$ cat src/rtl/demux14_reg.sv
// Registered 1-to-4 demultiplexer with two independent decode paths (gate-level and
// conditional) that are cross-checked every valid cycle into a sticky mismatch flag.
module demux14_reg #(
  parameter int unsigned DATA_W = 1
) (
  input  logic                  clk,
  input  logic                  rst,
  input  logic                  in_valid,
  input  logic [DATA_W-1:0]     d,
  input  logic [1:0]            s,
  output logic [4*DATA_W-1:0]   y,
  output logic                  out_valid,
  output logic                  mismatch
);

  logic [4*DATA_W-1:0] gate_y;
  logic [4*DATA_W-1:0] cond_y;
  logic [4*DATA_W-1:0] y_q, y_d;
  logic                out_valid_q, out_valid_d;
  logic                mismatch_q, mismatch_d;

  // Gate-level decode: each select minterm is replicated across the lane width.
  always_comb begin
    gate_y = '0;
    gate_y[0*DATA_W +: DATA_W] = d & {DATA_W{~s[1] & ~s[0]}};
    gate_y[1*DATA_W +: DATA_W] = d & {DATA_W{~s[1] &  s[0]}};
    gate_y[2*DATA_W +: DATA_W] = d & {DATA_W{ s[1] & ~s[0]}};
    gate_y[3*DATA_W +: DATA_W] = d & {DATA_W{ s[1] &  s[0]}};
  end

  // Conditional decode: an unknown select falls to the default and drives all lanes low.
  always_comb begin
    cond_y = '0;
    case (s)
      2'b00:   cond_y[0*DATA_W +: DATA_W] = d;
      2'b01:   cond_y[1*DATA_W +: DATA_W] = d;
      2'b10:   cond_y[2*DATA_W +: DATA_W] = d;
      2'b11:   cond_y[3*DATA_W +: DATA_W] = d;
      default: cond_y = '0;
    endcase
  end

  always_comb begin
    y_d         = in_valid ? cond_y : '0;
    out_valid_d = in_valid;
    mismatch_d  = mismatch_q | (in_valid & (gate_y !== cond_y));
  end

  always_ff @(posedge clk) begin
    if (rst) begin
      y_q         <= '0;
      out_valid_q <= 1'b0;
      mismatch_q  <= 1'b0;
    end else begin
      y_q         <= y_d;
      out_valid_q <= out_valid_d;
      mismatch_q  <= mismatch_d;
    end
  end

  assign y         = y_q;
  assign out_valid = out_valid_q;
  assign mismatch  = mismatch_q;

endmodule

$ cat config.mk
export PLATFORM = sky130hd
export DESIGN_NAME = demux14_reg
export DESIGN_NICKNAME = d
export VERILOG_FILES = /design/src/rtl/demux14_reg.sv
export SDC_FILE = /design/constraint.sdc
export NUM_CORES = 1
export LEC_CHECK = 0
export ABC_AREA = 1
export CAP_MARGIN = 10
export CORE_AREA = 2 2 39 41
export CTS_BUF_LIST = sky130_fd_sc_hd__clkbuf_8
export DETAILED_ROUTE_END_ITERATION = 12
export DIE_AREA = 0 0 41 43
export HOLD_SLACK_MARGIN = 0.06
export PLACE_DENSITY = 0.38
export SYNTH_ARGS = -nofsm -noshare
export SYNTH_HDL_FRONTEND = slang
export SYNTH_SLANG_ARGS = --single-unit
$ cat constraint.sdc
create_clock -name clk -period 0.8 [get_ports clk]
set_input_delay 0.16 -clock clk [delete_from_list [all_inputs] [get_ports clk]]
set_output_delay 0.16 -clock clk [all_outputs]
set_load 0.005 [all_outputs]
## After elaboration in Yosys (flattened, before gate mapping)

Index checks and enable logic that the tools add are counted.
W data, S select, Z words.

- Register bits: 6
- Bits of input ports: 6
- Output and inout bits: 6
- Logic and storage cells: 26

- Equal/unequal tests: 4
- Muxes and demuxes: 4
- Bitwise operators: 13
- Reductions and logical operators: 2

Operator list:

| operator | number |
|---|---|
| $and A1 B1 Y1 | 9 |
| $eq A2 B2 Y1 const B | 2 |
| $mux W1 | 4 |
| $nex A4 B4 Y1 | 1 |
| $not A1 Y1 | 3 |
| $eq A2 B1 Y1 const B | 1 |
| $logic_not A2 Y1 | 1 |
| $reduce_or A2 Y1 | 1 |
| $or A1 B1 Y1 | 1 |

## Depth between registers and ports, before layout

Gate-level depths: netlist of run 1.

- Depth in word-level cells: 6
- Mapped depth: 3
- Depth with buffers taken out: 3

## Least setup slack after synthesis of run 1

Ideal clock, no wire load.

- Path type: reg-to-output
- From: register out_valid_q, in the netlist out_valid
- To: output out_valid
- Arrival time: 0.298 ns
- Required time: 0.640 ns
- Path slack: 0.342 ns
- Cell stages (with the launch flop): 1
- Path buffers: 0
- Path through: dfxtp_1

RTL lines:

| what | line | text |
|---|---|---|
| from (decl) | 19 | `logic out_valid_q, out_valid_d;` |
| from (signal assigned) | 56 | `out_valid_q <= out_valid_d;` |
| to (decl) | 12 | `output logic out_valid,` |

No word-level cell between the ends.

## Final worst setup path of run 1

- From: register y_q[2], in the netlist y[2]
- To: output y[2]

RTL lines:

| what | line | text |
|---|---|---|
| from (decl) | 18 | `logic [4*DATA_W-1:0] y_q, y_d;` |
| from (signal assigned) | 55 | `y_q <= y_d;` |
| to (decl) | 11 | `output logic [4*DATA_W-1:0] y,` |

No word-level cell between the ends.

==> reports/qor_table.md, run 1 <==
| Quantity | Value |
|---|---|
| Remaining global-route overflow | 0 |
| Floorplan row count | 14 |
| Sinks on Clock Net | 5 |
| Clock buffer depth | 2 |
| Antenna Nets Post-Route | 0 |
| Number of global-route vias before repair | 168 |
| Crit. End Element | output port |
| Static Leakage | 0.158 nW |
| Clock period minus final worst setup slack | 0.783 ns |
| Maximum clock frequency | 1280 MHz |
| Placed Cells | 47 |
| Setup slack at placement | -0.157 ns |
| Utilization after layout | 0.222 |
| Hold violation total from the final report | 0 |
| Total number of yosys warnings | 0 |
| Non-filler cells in the finished layout | 51 |
| Worst min-delay path class | primary input to flip-flop |
| Portion of the clock cycle consumed by the worst path in the final layout | 0.979 |
| Root Buffer | clkbuf_8 |
| Largest stage delay on the critical path | 0.30 ns |
| Layout Area Growth over Synthesis | 77.5% |
| Vertical die dimension | 43 um |
| Max Cap Violations | 0 |
| TritonCTS clock tree | built |
| Pin count of the biggest net entering global routing | 5 |
| Final setup TNS | 0 ns |
| Critical path, cell by cell | buf_2 |
| Clock buffers created by TritonCTS | 3 |
| Slack of the critical path | 0.0170 ns |
| Biggest fanout along the worst timing path | 1 |
| Number of nets produced by synthesis | 28 |
| DPL Wire Length | 282 um |
| Placeable core area | 1380 sq um |
| Unrepaired setup endpoints after global routing | yes |
| Post-detailed-route DRC marker count | 0 |
| Count of endpoints failing setup in the final report | 0 |
| Post-synthesis cell count | 22 |
| H-Tree Level Count | 1 |
| Largest delay share family, worst path | flip-flops |
| Number of nets in the finished design | 42 |
| Origin of the worst setup path | y[2]$_SDFF_PP0_ |
| Number of antenna violations at the first check in global routing | 0 |
| Detailed-route via count | 156 |
| Starting utilization of the core area | 0.125 |
| Worst path required time | 0.64 ns |
| X dimension of the die | 41 um |
| Library cell contributing the largest single delay on the critical path | dfxtp_2 |
| Highest-count cells in the layout ignoring fill and taps | inv_1 (5), clkdlybuf4s50_1 (5), buf_2 (5) |
| Total power of the final layout | 0.749 mW |
| Worst Setup Path Type | flip-flop to output port |
| Die footprint | 1760 sq um |
| Bufs and invs on worst path | 1 |
| Syn avg cell area | 7.85 sq um |
| Ratio of cells with drive above 1 in the final layout | 0.286 |
| Max-slew violation total from the final report | 0 |
| Capture point of the worst path | y[2] |
| Register bit total from synthesis | 5 |
| Boundary Pins | 12 |
| Average via count per standard cell | 3.06 |
| Outcome | completed |
| Seq/Total Area, Yosys | 0.580 |
| Ant diodes | 0 |
| Aggregate routed wire length | 341 um |
| First-pass GRT wire length | 565 um |
| Max IR drop VDD | 532 uV |
| Clock input transition at the sequential cells of the worst setup and hold paths | 0.03 ns |
| Count of unique library cells instantiated by Yosys | 8 |
| Power per standard cell area | 2440 nW/um^2 |
| Number of optimization iterations in the first detailed-route pass | 1 |
| Number of port buffers | 10 |
| Stages on the worst setup path | 1 |
| Post-synth design cell area | 173 sq um |
| Routed len/inst | 6.69 um |
| Critical path arrival | 0.62 ns |
| Critical path launch point type | flip-flop |
| Final weighted congestion in routability-driven placement | 0.684 |
| GRT Resource Usage Total | 0.0482 |
| Initial DRC count | 0 |
[area by class of cell]
class	count	area (sq um)
Inverter	4	15.0
Multi-Input combinational cell	12	50.0
Tap cell	16	20.0
Sequential cell	5	101
Fill cell	162	1080
Timing Repair Buffer	10	75.1
Clock buffer	3	41.3
Clock inverter	1	3.75
[cells by family after synthesis]
| logic type | synth area share |
|---|---|
| other | 0.0217 |
| buffers and inverters | 0.130 |
| AND/OR/NAND/NOR | 0.268 |
| flip-flops | 0.580 |
[timing repair]
item / in CTS / in global routing
gates resized for setup: 20 / 1
gates cloned: 0 / 0
setup buffers: 0 / 0
setup endpoints to repair: 5 / 1
hold buffers: 0 / 0
[worst min path at each step]
| stage | startpoint | end | slack [ns] | cells after the start |
|---|---|---|---|---|
| 4_1_cts | in_valid | y[2]$_SDFF_PP0_ | 0.57 | 3 |
| 5_1_grt | d | y[2]$_SDFF_PP0_ | 0.59 | 3 |
| 3_5_place_dp | s[0] | y[3]$_SDFF_PP0_ | 0.80 | 3 |
| 2_1_floorplan | s[0] | y[3]$_SDFF_PP0_ | 0.28 | 2 |
| 6_report | in_valid | y[2]$_SDFF_PP0_ | 0.56 | 3 |
| 3_3_place_gp | in_valid | y[2]$_SDFF_PP0_ | 0.79 | 3 |
[report_power, final]
part	total [mW]	leakage (nW)	switching, mW	internal (mW)
logic	0.0534	0.0904	0.0222	0.0312
clock network	0.437	0.0269	0.109	0.328
registers	0.258	0.0412	0.00108	0.257
[metrics by stage]
step	hold WS, ns	instance area, sq um
2_1_floorplan	0.279	173
3_3_place_gp	0.787	285
3_5_place_dp	0.798	285
4_1_cts	0.573	305
5_1_grt	0.588	307
6_report	0.562	307
[synth_stat cells, drive strengths merged]
master / number / area [sq um]
buf: 1 / 7.51
conb: 1 / 3.75
dfxtp: 5 / 100
inv: 4 / 15.0
nand2: 4 / 15.0
nand3: 2 / 10.0
nor2: 5 / 21.3
[sequential cells by signal, indices dropped and copies added (netlist names)]
register   flops
out_valid      1
y              4
[routing by layer]
| metal | track usage | routed length [um] | share of wire |
|---|---|---|---|
| met1 | 0.0611 | 131 | 0.38 |
| met2 | 0.0625 | 180 | 0.53 |
| met3 | 0 | 28 | 0.082 |
| met4 | 0.0600 | 0 | 0 |
| met5 | 0 | 0 | 0 |
Note: power is estimated with default switching activity, not from simulation.
==> inputs of run 2 (changes only) <==
PLACE_DENSITY = not set   (was 0.38)
==> run 2 against run 1 <==
Effect of this change: sequential cell count unchanged; wire length down 8.5%; global-route usage down 0.90 points; non-clock buffer count unchanged; setup slack better by 0.0095 ns; count of clock-buffer cells in the layout unchanged; critical path depth unchanged; critical path type unchanged; critical endpoint unchanged; highest routed layer is now met4.
==> reports/qor_table.md, run 2 (synthesized netlist as in run 1, its figures left out) <==
| Quantity | Value | vs previous |
|---|---|---|
| Outcome | completed | unchanged |
| Unrepaired setup endpoints after global routing | no | was yes |
| X dimension of the die | 41 um | unchanged |
| Clock period minus final worst setup slack | 0.773 ns | was 0.783 ns |
| First-pass GRT wire length | 386 um | was 565 um |
| Routed len/inst | 6.12 um | was 6.69 um |
| Starting utilization of the core area | 0.125 | unchanged |
| Worst path required time | 0.64 ns | about the same |
| Static Leakage | 0.158 nW | about the same |
| Number of global-route vias before repair | 124 | was 168 |
| DPL Wire Length | 247 um | was 282 um |
| Clock buffer depth | 2 | unchanged |
| Aggregate routed wire length | 312 um | was 341 um |
| Average via count per standard cell | 3.12 | was 3.06 |
| Hold violation total from the final report | 0 | unchanged |
| Max-slew violation total from the final report | 0 | unchanged |
| Proportion of power drawn by flip-flops and latches | 0.344 | was 0.345 |
| Dpl cell area | 285 sq um | unchanged |
| Placeable core area | 1380 sq um | unchanged |
| Final setup TNS | 0 ns | unchanged |
| GRT Resource Usage Total | 0.0392 | was 0.0482 |
| Die footprint | 1760 sq um | unchanged |
| Sinks on Clock Net | 5 | unchanged |
| Final weighted congestion in routability-driven placement | 0.606 | was 0.684 |
| Vertical die dimension | 43 um | unchanged |
| Max FFs per register | 4 | unchanged |
| Largest stage delay on the critical path | 0.28 ns | was 0.30 ns |
| Net switching power figure | 0.134 mW | was 0.133 mW |
| Critical path launch point type | flip-flop | unchanged |
| Critical path arrival | 0.61 ns | was 0.62 ns |
| Ant diodes | 0 | unchanged |
| Biggest fanout along the worst timing path | 1 | unchanged |
| Utilization after layout | 0.221 | was 0.222 |
| Remaining global-route overflow | 0 | unchanged |
| Worst min-delay path class | primary input to flip-flop | unchanged |
| Maximum clock frequency | 1290 MHz | was 1280 MHz |
| Post-detailed-route DRC marker count | 0 | unchanged |
| Number of optimization iterations in the first detailed-route pass | 2 | was 1 |
| Setup slack at placement | -0.161 ns | was -0.157 ns |
| Initial DRC count | 2 | was 0 |
| Number of antenna violations at the first check in global routing | 0 | unchanged |
| H-Tree Level Count | 1 | unchanged |
| Highest-count cells in the layout ignoring fill and taps | inv_1 (5), clkdlybuf4s50_1 (5), dfxtp_1 (5), buf_2 (5) | was inv_1 (5), clkdlybuf4s50_1 (5), buf_2 (5) |
| Antenna Nets Post-Route | 0 | unchanged |
| Combinational power share | 0.072 | was 0.071 |
| Bufs and invs on worst path | 1 | unchanged |
| Layout Area Growth over Synthesis | 76.8% | was 77.5% |
| Non-filler cells in the finished layout | 51 | unchanged |
| Largest delay share family, worst path | flip-flops | unchanged |
| Final cell area excluding filler cells | 305 sq um | was 307 sq um |
| Root Buffer | clkbuf_8 | unchanged |
| Portion of the clock cycle consumed by the worst path in the final layout | 0.967 | was 0.979 |
| Ratio of cells with drive above 1 in the final layout | 0.257 | was 0.286 |
| Floorplan row count | 14 | unchanged |
| TritonCTS clock tree | built | unchanged |
| Fraction of power spent switching nets | 0.179 | was 0.177 |
| Clock input transition at the sequential cells of the worst setup and hold paths | 0.03 ns | about the same |
| Count of endpoints failing setup in the final report | 0 | unchanged |
| Power per standard cell area | 2460 nW/um^2 | was 2440 nW/um^2 |
| Detailed-route via count | 159 | was 156 |
| Critical path, cell by cell | buf_2 | unchanged |
| Clock buffers created by TritonCTS | 3 | unchanged |
| Number of port buffers | 10 | unchanged |
| Crit. End Element | output port | unchanged |
| Internal Pwr Total | 0.616 mW | about the same |
| Library cell contributing the largest single delay on the critical path | dfxtp_1 | was dfxtp_2 |
| Placed Cells | 47 | unchanged |
| Clock network fraction of total power | 0.585 | was 0.584 |
| Slack of the critical path | 0.0265 ns | was 0.0170 ns |
| Pin count of the biggest net entering global routing | 5 | unchanged |
| Max IR drop VDD | 283 uV | was 532 uV |
| Number of nets in the finished design | 42 | unchanged |
| Worst Setup Path Type | flip-flop to output port | unchanged |
| Max Cap Violations | 0 | unchanged |
| Boundary Pins | 12 | unchanged |
run 2: cell types whose count changed in the layout (fill, tap and decap cells not counted):
| cell | before | now |
|---|---|---|
| dfxtp_1 | 4 | 5 |
| dfxtp_2 | 1 | 0 |
run 2: cell type report:
class | instances | area [sq um]
fillers | 162 | 1080
flip-flops and latches | 5 | 100
repair buffers | 10 | 75.1
multi-input cells | 12 | 50.0
clock buffers | 3 | 41.3
well taps | 16 | 20.0
inverters | 4 | 15.0
clock inverters | 1 | 3.75
run 2: tightest hold or removal path, cell delays in order:
cell             delay (ns)
clkdlybuf4s50_1        0.42
nand3_1                0.11
nor2_1                 0.04
run 2: routing by layer:
| metal | wire, um | global-route usage |
|---|---|---|
| met1 | 147 | 0.0386 |
| met5 | 0 | 0 |
| met4 | 18 | 0.100 |
| met2 | 97 | 0.0375 |
| met3 | 48 | 0 |
run 2: what timing repair did:
| item | 4_1_cts | 5_1_grt |
|---|---|---|
| buffers inserted | 0 | 0 |
| hold buffers | 0 | 0 |
| gates resized for setup | 20 | 0 |
| endpoints found under the hold margin | 0 | 0 |
| endpoints found under the setup margin | 5 | 0 |
run 2: power groups by stage:
stage	Clock, mW	Combinational (mW)	Sequential, mW
floorplan	0	0.0191	0.263
global placement	0	0.0586	0.262
detailed placement	0	0.0599	0.262
CTS	0.453	0.0544	0.258
global route	0.465	0.0602	0.258
finish	0.438	0.0536	0.258
run 2: worst paths after layout:
| path | from | endpoint | cells after the start | slack [ns] |
|---|---|---|---|---|
| min | in_valid | y[3]$_SDFF_PP0_ | 3 | 0.56 |
| max | y[2]$_SDFF_PP0_ | y[2] | 1 | 0.03 |
run 2: stage by stage:
stage	hold slack (ns)	power [mW]
detailed placement	0.789	0.322
global placement	0.787	0.320
CTS	0.560	0.766
global route	0.588	0.783
finish	0.559	0.750
floorplan	0.279	0.282
==> patch 1: new RTL, config.mk and constraints of run 1 <==
Put one more register stage on the output `y`. The value now appears one clock later. The other outputs are not delayed to match.
--- a/src/rtl/demux14_reg.sv
+++ b/src/rtl/demux14_reg.sv
@@ -59,5 +59,7 @@
   end
 
-  assign y         = y_q;
+  always_ff @(posedge clk) begin
+    y <= y_q;
+  end
   assign out_valid = out_valid_q;
   assign mismatch  = mismatch_q;
Check against the original RTL: not equivalent (Yosys sat finds a counterexample within 4 cycles, from zero or initial values and one cycle with rst high).
==> patch 1 against run 1 <==
  * Final cell count is 7.8% higher
  * Wire length is 11% higher
  * Worst hold slack got worse by 240 ps
  * Highest routed layer unchanged
  * Power rose by 35%
  * Utilization is 5.7 points higher
  * Count of clock-buffer cells in the layout stayed put
  * Maximum frequency fell by 0.42%
  * Non-clock buffer count unchanged
  * Setup slack worse by 3.3 ps
  * Critical path depth unchanged
  * Final area is 26% higher
  * Area after synthesis rose by 46%
  * Sequential cell count rose by 4
==> patch 1: results (changes against run 1) <==
global_route:
  grt_pass1_vias: 152  # -9.5%
  grt_max_degree: 6  # +1
  met2_usage_pct: 6.56  # +0.31 points
  met3_usage_pct: 3.14  # +3.1 points
  track_usage_pct: 5.54  # +0.73 points
  grt_first_pass_wirelength_um: 538  # -4.8%
  antenna_found_initial: 0  # unchanged
  grt_use_met1_pct: 4.23  # -1.9 points
cells_and_area:
  nets: 46  # +9.5%
  filler_cell_count: 156  # -3.7%
  diodes: 0  # unchanged
  stdcell_count: 55  # +7.8%
  drive_gt1_share_pct: 23.1  # -5.5 points
run_status:
  status: "finished clean"
yosys:
  syn-instance-count: 26  # +18%
  netlist_top_cells_area: "dfxtp_1, inv_1, nand2_1"
  synth_seq_area_share_pct: 71.3  # +13 points
  yosysWarnings: 0  # unchanged
  synth_commonest_cells: "dfxtp_1, inv_1, nand2_1, nor2_1, nand3_1"
  synth.distinct_cells: 8  # unchanged
  syn_nets: 32  # +14%
min_path:
  whs_path_depth: 0  # -3
  hp-class: "register to register"
  min_to: "y[3]$_DFF_P_"
  worstHoldStart: "y_q[3]$_SDFF_PP0_"
clock_tree:
  clkLatencyLatePin_ps: 230
  clk_path_buf_depth: 2  # unchanged
  numCtsBuffers: 3  # unchanged
  root_buffer: "clkbuf_8"
  cts.sinks: 9  # +4
  cts.htree.levels: 1  # unchanged
  clk_pin_slew_ps: 40
critical_path:
  crit_family: "flip-flops"
  worst_path_largest_cell_delay_ps: 290
  regToRegStartpoint: "y_q[1]$_SDFF_PP0_"
  crit_end: "out_valid"
  critPathSlowestCell: "dfxtp_1"
  cp.arrival_ps: 630
  startpoint: "out_valid$_SDFF_PP0_"
  reg2reg_depth: 0
routing:
  vias: 181  # +16%
  dr_wl_met3_um: 66  # +140%
  wl_met1_um: 130  # -0.76%
  top_layer_used: "met3"
  drt-initial-drc-count: 0  # unchanged
  met2_length_um: 181  # +0.56%
  wirelength_um: 378  # +11%
timing:
  fin_worst_skew_ps: 0.750
  hold_ws_ps: 321  # -241 ps
power_and_ir_drop:
  switching_share_pct: 18.3  # +0.59 points
  p_seq_share_pct: 45.8  # +11 points
  powerClk_w: 0.000493  # +13%
  vdd_ir_drop_max_mv: 0.561  # +5.5%
  p_leak_nw: 0.190  # +20%
place:
  hpwl_um: 282  # +0.11%
  place_congestion: 0.679  # -0.75%
  placed_cells: 51  # +8.5%
## patch 1: cell types whose count changed in the layout (fill, tap and decap cells not counted), sizes merged
cell          run 1  this run
dfxtp             5         9
## patch 1: cells by family (layout without fill, tap and decap cells)
logic type,Yosys count,count (layout),share of synthesized area [%]
buffers and inverters,5,18,8.91
flip-flops,9,9,71.3
AND/OR/NAND/NOR,11,11,18.3
other,1,1,1.48
## patch 1: timing repair
item / in CTS / in global routing
gates resized for setup: 20 / 0
endpoints found under the setup margin: 5 / 5
cloned: 0 / 0
## patch 1: final cells by class
type | count | area share, %
timing repair buffer | 10 | 19.5
inverter | 4 | 3.90
clock buffer | 3 | 10.7
tap | 16 | 5.19
clock inverter | 1 | 0.974
multi-input combinational | 12 | 13.0
sequential | 9 | 46.8
## patch 1: through the flow
step	worst slack [ps]	power, W	instance area (um^2)
after CTS	2.04	0.00103	385
after floorplan	342	0.000489	253
after global placement	-151	0.000527	365
after global routing	-18.0	0.00106	385
after detailed placement	-157	0.000529	365
final	13.7	0.00101	385
==> patch 2: new RTL, config.mk and constraints of run 1 <==
Made on the original files. Register the inputs `in_valid`, `d` and `s` before use, with the module's reset. The logic sees them one clock later.
--- a/src/rtl/demux14_reg.sv
+++ b/src/rtl/demux14_reg.sv
@@ -14,4 +14,20 @@
 );
 
+  logic in_valid_q;
+  logic [DATA_W-1:0] d_q;
+  logic [1:0] s_q;
+
+  always_ff @(posedge clk) begin
+    if (rst) begin
+      in_valid_q <= '0;
+      d_q        <= '0;
+      s_q        <= '0;
+    end else begin
+      in_valid_q <= in_valid;
+      d_q        <= d;
+      s_q        <= s;
+    end
+  end
+
   logic [4*DATA_W-1:0] gate_y;
   logic [4*DATA_W-1:0] cond_y;
@@ -23,8 +39,8 @@
   always_comb begin
     gate_y = '0;
-    gate_y[0*DATA_W +: DATA_W] = d & {DATA_W{~s[1] & ~s[0]}};
-    gate_y[1*DATA_W +: DATA_W] = d & {DATA_W{~s[1] &  s[0]}};
-    gate_y[2*DATA_W +: DATA_W] = d & {DATA_W{ s[1] & ~s[0]}};
-    gate_y[3*DATA_W +: DATA_W] = d & {DATA_W{ s[1] &  s[0]}};
+    gate_y[0*DATA_W +: DATA_W] = d_q & {DATA_W{~s_q[1] & ~s_q[0]}};
+    gate_y[1*DATA_W +: DATA_W] = d_q & {DATA_W{~s_q[1] &  s_q[0]}};
+    gate_y[2*DATA_W +: DATA_W] = d_q & {DATA_W{ s_q[1] & ~s_q[0]}};
+    gate_y[3*DATA_W +: DATA_W] = d_q & {DATA_W{ s_q[1] &  s_q[0]}};
   end
 
@@ -32,9 +48,9 @@
   always_comb begin
     cond_y = '0;
-    case (s)
-      2'b00:   cond_y[0*DATA_W +: DATA_W] = d;
-      2'b01:   cond_y[1*DATA_W +: DATA_W] = d;
-      2'b10:   cond_y[2*DATA_W +: DATA_W] = d;
-      2'b11:   cond_y[3*DATA_W +: DATA_W] = d;
+    case (s_q)
+      2'b00:   cond_y[0*DATA_W +: DATA_W] = d_q;
+      2'b01:   cond_y[1*DATA_W +: DATA_W] = d_q;
+      2'b10:   cond_y[2*DATA_W +: DATA_W] = d_q;
+      2'b11:   cond_y[3*DATA_W +: DATA_W] = d_q;
       default: cond_y = '0;
     endcase
@@ -42,7 +58,7 @@
 
   always_comb begin
-    y_d         = in_valid ? cond_y : '0;
-    out_valid_d = in_valid;
-    mismatch_d  = mismatch_q | (in_valid & (gate_y !== cond_y));
+    y_d         = in_valid_q ? cond_y : '0;
+    out_valid_d = in_valid_q;
+    mismatch_d  = mismatch_q | (in_valid_q & (gate_y !== cond_y));
   end
 
Behaviour: not the same (a bounded check fails within 4 cycles, from zero or initial values and one cycle with rst high).
==> patch 2 against run 1 <==
  * Area after synthesis increased by 67%
  * Final area increased by 42%
  * Critical path depth unchanged
  * Sequential cell count increased by 4
  * Synthesized cell count increased by 55%
  * Clock power increased by 12%
  * Setup slack got worse by 3.3 ps
  * Die area unchanged
  * Power increased by 37%
  * Critical endpoint unchanged
  * Wire length increased by 13%
  * Critical path type unchanged
==> patch 2: results (changes against run 1) <==
min_path:
  min_to: "s_q[1]$_SDFF_PP0_"
  worstHoldStart: "s[1]"
place:
  placed_cells: 61  # +30%
  place_area_um2: 415  # +46%
  hpwl_um: 320  # +13%
  place_congestion: 0.590  # -14%
yosys:
  netlist_top_cells_area: "dfxtp_1, nor2_1, inv_1"
  synth_commonest_cells: "dfxtp_1, nor2_1, inv_1, nand2_1"
  syn_nets: 40  # +43%
  syn-instance-count: 34  # +55%
  synth.distinct_cells: 10  # +2
  synth_seq_area_share_pct: 62.6  # +4.6 points
cells_and_area:
  filler_cell_count: 157  # -3.1%
  drive_gt1_share_pct: 26.5  # -2.0 points
  nets: 56  # +33%
timing:
  hold_ws_ps: 449  # -113 ps
  fin_worst_skew_ps: 1.29
power_and_ir_drop:
  vdd_ir_drop_max_mv: 0.732  # +38%
  p_leak_nw: 0.220  # +39%
critical_path:
  critPathSlowestCell: "dfxtp_1"
  crit_fanout: 1  # unchanged
routing:
  vias: 221  # +42%
  vias_per_cell: 3.40  # +11%
global_route:
  grt_max_degree: 6  # +1
  grt_first_pass_wirelength_um: 552  # -2.3%
  track_usage_pct: 5.73  # +0.91 points
  grt_pass1_vias: 158  # -6.0%
run_status:
  status: "finished clean"
clock_tree:
  numCtsBuffers: 3  # unchanged
  clk_pin_slew_ps: 40
  post-cts-setup-buffers: 0  # unchanged
## patch 2: layout make-up
class	instances	area, um^2	area share, %
clock inverter	1	3.75	0.862
sequential	9	180	41.4
clock buffer	3	41.3	9.48
timing repair buffer	12	90.1	20.7
multi-input combinational	16	70.1	16.1
tap	16	20.0	4.60
inverter	8	30.0	6.90
## patch 2: kinds of logic after synthesis
group	count (synthesis)	share of synthesized area, %
buffers and inverters	9	13.0
DFF	9	62.6
other	1	1.30
and+or+nand+nor	15	23.0
## patch 2: repair_timing
item	4_1_cts	5_1_grt
cloned	0	0
hold endpoints to repair	0	0
endpoints found under the setup margin	5	5
pin swaps	0	0
resized for setup	20	0
## patch 2: worst max path at each step
stage | startpoint | end | slack [ps]
finish | y[2]$_SDFF_PP0_ | y[2] | 10
global route | y[2]$_SDFF_PP0_ | y[2] | -20
CTS | y[0]$_SDFF_PP0_ | y[0] | 1
detailed placement | rst | y[1]$_SDFF_PP0_ | -160
global placement | rst | y[0]$_SDFF_PP0_ | -170
floorplan | s_q[1]$_SDFF_PP0_ | y[1]$_SDFF_PP0_ | 230
## patch 2: worst reg2reg max path, stage by stage, from the launching register on
cell	delay (ps)
dfxtp_1	350
inv_1	50
nand3_1	60
nor2_1	40
## patch 2: power breakdown
part / switching (W) / internal, W
combinational: 0.0000213 / 0.0000385
sequential: 0.00000990 / 0.000465
clock: 0.000156 / 0.000332
total: 0.000187 / 0.000835
## patch 2: metal layers
metal / up-vias / share of wire [%] / global-route usage [%]
li1: 123 / - / -
met1: 87 / 40 / 6.13
met2: 11 / 46 / 5.31
met3: 0 / 13 / 3.14
met4: 0 / 0 / 10.0
met5: - / 0 / 0
